`src/rtl/vga_fb_writer.sv`:
```
// rtl/vga_fb_writer.sv - pixel FIFO and frame-buffer write port with screen clear
//
// Buffers the drawers' pixel-write stream in a small FIFO, converts each
// pixel to a linear address (y*320+x) and drives the 320x240x3 frame-buffer
// write port. After reset, or when iClear is pulsed, it sweeps the whole
// buffer with BG_COLOUR before draining pixels again.
//
// Ports:
//   iClock      system clock, rising edge
//   iReset      asynchronous active-high reset
//   iX, iY      pixel coordinate (9 / 8 bits)
//   iColour     pixel colour (3 bits)
//   iPlot       pixel strobe, one pixel per high cycle
//   iClear      single-cycle clear-screen request
//   oReady      FIFO has room this cycle
//   oBusy       clear sweep in progress
//   oMemAddr    frame-buffer write address (17 bits)
//   oMemData    frame-buffer write data (3 bits)
//   oMemWe      frame-buffer write enable
//   oDropCount  saturating count of rejected pixels (8 bits)

module vga_fb_writer #(
  parameter int         X_SCREEN_PIXELS = 320,
  parameter int         Y_SCREEN_PIXELS = 240,
  parameter int         FIFO_DEPTH      = 4,
  parameter logic [2:0] BG_COLOUR       = 3'b000
) (
  input  logic        iClock,
  input  logic        iReset,
  input  logic [8:0]  iX,
  input  logic [7:0]  iY,
  input  logic [2:0]  iColour,
  input  logic        iPlot,
  input  logic        iClear,
  output logic        oReady,
  output logic        oBusy,
  output logic [16:0] oMemAddr,
  output logic [2:0]  oMemData,
  output logic        oMemWe,
  output logic [7:0]  oDropCount
);

  localparam int          PW        = $clog2(FIFO_DEPTH);
  localparam int          CW        = PW + 1;
  localparam logic [16:0] LAST_ADDR = 17'(X_SCREEN_PIXELS * Y_SCREEN_PIXELS - 1);

  typedef enum logic {S_CLEAR, S_RUN} state_t;

  state_t        state;
  logic [16:0]   clr_cnt;
  logic [19:0]   fifo_mem [FIFO_DEPTH];
  logic [PW-1:0] wr_ptr;
  logic [PW-1:0] rd_ptr;
  logic [CW-1:0] count;

  logic          in_range;
  logic          accept;
  logic          pop;
  logic [16:0]   push_addr;

  assign oReady   = (count < CW'(FIFO_DEPTH));
  assign oBusy    = (state == S_CLEAR);
  assign in_range = ({1'b0, iX} < 10'(X_SCREEN_PIXELS)) &&
                    ({1'b0, iY} < 9'(Y_SCREEN_PIXELS));
  assign accept   = iPlot && oReady && !iClear && in_range;
  // A clear flushes the FIFO, so nothing is popped on the clearing edge.
  assign pop      = (state == S_RUN) && (count != '0) && !iClear;
  // y*320 + x as y*256 + y*64 + x; max 76799 fits in 17 bits.
  assign push_addr = {1'b0, iY, 8'b0} + {3'b0, iY, 6'b0} + {8'b0, iX};

  always_ff @(posedge iClock) begin
    if (accept) begin
      fifo_mem[wr_ptr] <= {push_addr, iColour};
    end
  end

  always_ff @(posedge iClock or posedge iReset) begin
    if (iReset) begin
      state      <= S_CLEAR;
      clr_cnt    <= '0;
      wr_ptr     <= '0;
      rd_ptr     <= '0;
      count      <= '0;
      oMemAddr   <= '0;
      oMemData   <= '0;
      oMemWe     <= 1'b0;
      oDropCount <= '0;
    end else begin
      if (iPlot && !accept && (oDropCount != 8'hFF)) begin
        oDropCount <= oDropCount + 8'd1;
      end

      if (iClear) begin
        // Restart the sweep from address 0 and discard pending pixels.
        state   <= S_CLEAR;
        clr_cnt <= '0;
        wr_ptr  <= '0;
        rd_ptr  <= '0;
        count   <= '0;
        oMemWe  <= 1'b0;
      end else begin
        if (accept) begin
          wr_ptr <= wr_ptr + PW'(1);
        end
        if (pop) begin
          rd_ptr <= rd_ptr + PW'(1);
        end
        if (accept && !pop) begin
          count <= count + CW'(1);
        end else if (!accept && pop) begin
          count <= count - CW'(1);
        end

        case (state)
          S_CLEAR: begin
            oMemAddr <= clr_cnt;
            oMemData <= BG_COLOUR;
            oMemWe   <= 1'b1;
            clr_cnt  <= clr_cnt + 17'd1;
            if (clr_cnt == LAST_ADDR) begin
              state <= S_RUN;
            end
          end
          default: begin
            if (pop) begin
              oMemAddr <= fifo_mem[rd_ptr][19:3];
              oMemData <= fifo_mem[rd_ptr][2:0];
              oMemWe   <= 1'b1;
            end else begin
              oMemWe   <= 1'b0;
            end
          end
        endcase
      end
    end
  end

endmodule

```
`config.mk`:
```
export PLATFORM = sky130hd
export DESIGN_NAME = vga_fb_writer
export DESIGN_NICKNAME = d
export VERILOG_FILES = /design/src/rtl/vga_fb_writer.sv
export SDC_FILE = /design/constraint.sdc
export NUM_CORES = 1
export LEC_CHECK = 0
export CORE_MARGIN = 10
export CORE_UTILIZATION = 55
export CTS_BUF_LIST = sky130_fd_sc_hd__clkbuf_16
export CTS_CLUSTER_DIAMETER = 50
export DETAILED_ROUTE_END_ITERATION = 16
export PLACE_DENSITY = 0.75
export SLEW_MARGIN = 40
export SYNTH_ARGS = -nofsm -noshare
export SYNTH_HDL_FRONTEND = slang
export SYNTH_SLANG_ARGS = --single-unit
export TNS_END_PERCENT = 5
```
`constraint.sdc`:
```
create_clock -name iClock -period 3.1 [get_ports iClock]
set_clock_uncertainty 0.1 [all_clocks]
set_input_delay 0.465 -clock iClock [delete_from_list [all_inputs] [get_ports iClock]]
set_output_delay 0.465 -clock iClock [all_outputs]
set_load 0.01 [all_outputs]
```
==> metrics.sh <==
DP.CELLS=631
STATUS='complete, no violations'
GR-TOTAL-OVERFLOW=0
TIMING.MAX_CAP.VIOLATIONS=0
FIRST_GLOBAL_VIAS=3855
DETAILEDROUTE.FIRSTITERATIONVIOLATIONS=310
POST-ROUTE-DRC-COUNT=0
HTREEDEPTH=4
WIRE_LENGTH_OF_THE_FIRST_GLOBAL_ROUTING_PASS_UM=20400
CP_CELL_SEQUENCE='clkdlybuf4s50_1, inv_1, fa_1, inv_1, ha_1, a21oi_1, o21ai_0, o22ai_1, o21ai_0'
WORST_SLEW_PIN_SLEW_NS=0.525
CRITICAL-PATH-TOP-DELAY-FAMILY='adder cells'
PORTION_OF_THE_CLOCK_CYCLE_CONSUMED_BY_THE_WORST_PATH_IN_THE_FINAL_LAYOUT=0.893
PATH_CLK_SLEW_NS=0.06
FINAL_CELL_COUNT_NO_FILL=663
CORE_AREA_UM2=10800
BOUNDARYPINS=55
WORST_IR_DROP_VDD_V=0.000331
DETAIL_ROUTE.VIAS_PER_CELL=5.73
SYNTH_TOP_FLOP_CELL='sky130_fd_sc_hd__edfxtp_1'
CTS_TREE='yes'
SETUP_VIOLATIONS=0
POST-DP-HPWL_UM=8350
DIE_OUTLINE_WIDTH_UM=125
FINAL_WTD_CONGESTION=0.866
REPORT.POWER.TOTAL_mW=4.69
NUM_ROWS=38
POST_SYNTH_INST_COUNT=436
PERIOD_MINUS_SLACK_NS=2.77
MIN-DELAY-PATH-CLASS='primary input to asynchronous set/reset pin'
FINALHOLDVIOLATIONS=0
ARRIVAL_NS=2.78
INITIAL_CORE_UTIL=0.560
DIE_HT_UM=125
STARTPOINT_TYPE='primary input'
DESIGN.FINAL.NETS=558
GROUTE.LAYER.MET3.USAGE=0.0537
SYNTH_WARNINGS=0
SYNTH_SEQUENTIAL_AREA_RATIO=0.618
DRTANTENNAVIOLNETS=0
POWERDENSITY_nW_PER_UM2=629
POWER_LEAKAGE_nW=2.84
SLOWEST_STAGE='sky130_fd_sc_hd__fa_1'
FP.DIEAREA_UM2=15600
GLOBAL_ROUTE.PEAK_USAGE_LAYER='met2'
NET_COUNT_OF_THE_MAPPED_NETLIST=484
TIMING.CRITICAL_PATH.TO_TYPE='flop'
INITIAL_ANTENNA_VIOLATION_COUNT=0
SETUP_REPAIR_AFTER_GLOBAL_ROUTING_MISSED_ITS_MARGIN='no'
GRT_MAX_DEGREE=36
EDFF_COUNT_SYNTH=80
DETAIL_ROUTE.FIRST_PASS.ITERATIONS=4
ASYNC_FLOP_SHARE=0.403
TIMING.FMAX_MHz=361
FLOW.AREA_GROWTH_FROM_SYNTHESIS_PCT=22.8
GRT_USE_MET2=0.252
NUMBER_OF_PORT_BUFFERS=54
CTS_HOLD_BUF=0
CTS-BUFFERS-INSERTED=17
CRITICAL_PATH_BUF_INV_COUNT=3
SYNTHESIS.AREA_PER_INSTANCE_UM2=13.9
VIAS=3799
CRITICAL_PATH_PEAK_FANOUT=4
MAX_TRANSITION_MARGIN=0.650
CTS-ROOT-TO-SINK-BUFFERS=2
POST_CTS.RESIZED_INSTANCES=0
GR-USAGE-ALL-LAYERS=0.164
ROUTE.DETAILED.WL_PER_INST_UM=18.6
YOSYS.CELL_TYPES.COUNT=48
FF_LATCH_AREA_UM2=3750
FINAL.FILL_COUNT=758
DRIVE_ABOVE_1_SHARE=0.149
GR-USAGE-MET1=0.204
N_ANTENNA_CELL=0
WORSTSETUPPATHTYPE='primary input to flop'
FINAL-MAX-SLEW-VIOLATION-COUNT=0
CTS.SINKS=134
MULTIINPUTGATEAREA_UM2=2170
POSTSYNTHREGISTERBITS=134
FINALWIRELENGTH_UM=12300
CLOCKROOTBUFFER='sky130_fd_sc_hd__clkbuf_16'
INSERTION_DELAY_NS=0.42
WORST_EP_REQUIRED_TIME_NS=3.11
SYNTH_AREA_UM2=6070
POST-CTS-SETUP-BUFFER-COUNT=0
CRITPATHMAXSTAGEDELAY_NS=0.59
-- synthesized netlist by cell type, drive strengths merged, types with 4 or more instances --
master	count	share of area
a21oi	28	0.023
dfrtp	54	0.22
xor2	14	0.020
nand2	18	0.011
buf	6	0.0066
nor3	13	0.011
and2	5	0.0052
ha	21	0.043
or3	6	0.0062
nor2	39	0.024
mux4	20	0.074
nand4	11	0.014
mux2i	17	0.028
xnor2	9	0.013
and3	4	0.0041
inv	18	0.011
o21ai	13	0.011
nand3	6	0.0049
nor4	5	0.0052
nor2b	5	0.0052
clkbuf	11	0.0068
edfxtp	80	0.40
-- report_power, final --
group          total [mW]  switching, mW  leakage [nW]  internal (mW)
combinational       0.518          0.263          1.10          0.255
sequential           2.10         0.0779          1.43           2.02
clock                2.07          0.789         0.302           1.29
-- per-stage QoR --
step,setup WS [ns],utilization,setup TNS (ns),hold WS (ns),instance area [um2]
global route,0.164,0.688,0,0.251,7460
CTS,0.329,0.688,0,0.218,7460
detailed placement,-0.110,0.631,-0.513,0.395,6840
floorplan,0.655,-,0,0.393,6070
global placement,0.0251,0.631,0,0.394,6840
finish,0.333,0.688,0,0.229,7460
-- routing by layer --
metal / routed length [um] / up-vias
li1: - / 1783
met4: 307 / 0
met1: 5350 / 1897
met2: 6020 / 96
met5: 0 / -
met3: 646 / 23
-- final timing paths --
path,startpoint,end,slack [ns],depth (start not counted)
max reg2reg,state$_DFF_PP0_,count[2]$_DFFE_PP0P_,0.75,5
max,iX[8],fifo_mem[3][19]$_DFFE_PP_,0.33,9
max in group asynchronous,iReset,oMemAddr[8]$_DFFE_PP0P_,2.07,3
min reg2reg,oMemData[1]$_DFFE_PP0P_,oMemData[1]$_DFFE_PP0P_,0.41,1
min,iReset,oMemAddr[3]$_DFFE_PP0P_,0.23,2
min in group iClock,oMemData[1]$_DFFE_PP0P_,oMemData[1]$_DFFE_PP0P_,0.41,1
-- cells by family after synthesis --
logic type | share of synthesized area
mux | 0.108
buf+inv | 0.0251
simple gates | 0.106
compound gates | 0.0530
flops | 0.618
fa+ha+maj | 0.0532
xor+xnor | 0.0369
-- sequential cells by signal, summed over array words and instances (netlist names) --
signal      flops
fifo_mem       80
clr_cnt        17
oMemAddr       17
oDropCount      8
count           3
oMemData        3
rd_ptr          2
wr_ptr          2
oMemWe          1
state           1
-- placed cells by master, fill, tap and decap left out, types with 2 or more instances in the layout --
master                            Yosys  layout
sky130_fd_sc_hd__clkbuf_16            0      17
sky130_fd_sc_hd__clkdlybuf4s50_1      0      54
sky130_fd_sc_hd__mux2_2               3       3
sky130_fd_sc_hd__nor2_1              39      39
sky130_fd_sc_hd__mux4_2              20      20
sky130_fd_sc_hd__or3_1                6       6
sky130_fd_sc_hd__and2_1               5       5
sky130_fd_sc_hd__mux2i_1             17      17
sky130_fd_sc_hd__buf_4                2      18
sky130_fd_sc_hd__inv_1               18      17
sky130_fd_sc_hd__o31ai_1              3       3
sky130_fd_sc_hd__a21oi_1             28      28
sky130_fd_sc_hd__fa_1                 3       3
sky130_fd_sc_hd__or4_1                2       2
sky130_fd_sc_hd__clkinv_2             0       2
sky130_fd_sc_hd__o21bai_1             2       2
sky130_fd_sc_hd__xor2_1              14      14
sky130_fd_sc_hd__and3_1               4       4
sky130_fd_sc_hd__nand4_1             10      10
sky130_fd_sc_hd__bufinv_16            0       3
sky130_fd_sc_hd__nand2_1             18      18
sky130_fd_sc_hd__inv_6                0       7
sky130_fd_sc_hd__dfrtp_1             54      54
sky130_fd_sc_hd__a22o_1               3       3
sky130_fd_sc_hd__nor2b_1              5       5
sky130_fd_sc_hd__edfxtp_1            80      80
sky130_fd_sc_hd__nor3_1              13      13
sky130_fd_sc_hd__ha_1                21      21
sky130_fd_sc_hd__o31a_1               2       2
sky130_fd_sc_hd__xnor2_1              9       9
sky130_fd_sc_hd__nor4_1               5       5
sky130_fd_sc_hd__o21ai_0             13      13
sky130_fd_sc_hd__nand3_1              6       6
-- cell type report --
cell class,instances,share of cell area
multi-input cells,266,0.290
inverters,19,0.00957
well taps,140,0.0235
flip-flops and latches,134,0.503
clock inverters,15,0.0253
repair buffers,72,0.0906
clock buffers,17,0.0571
(Power assumes the default switching activity.)
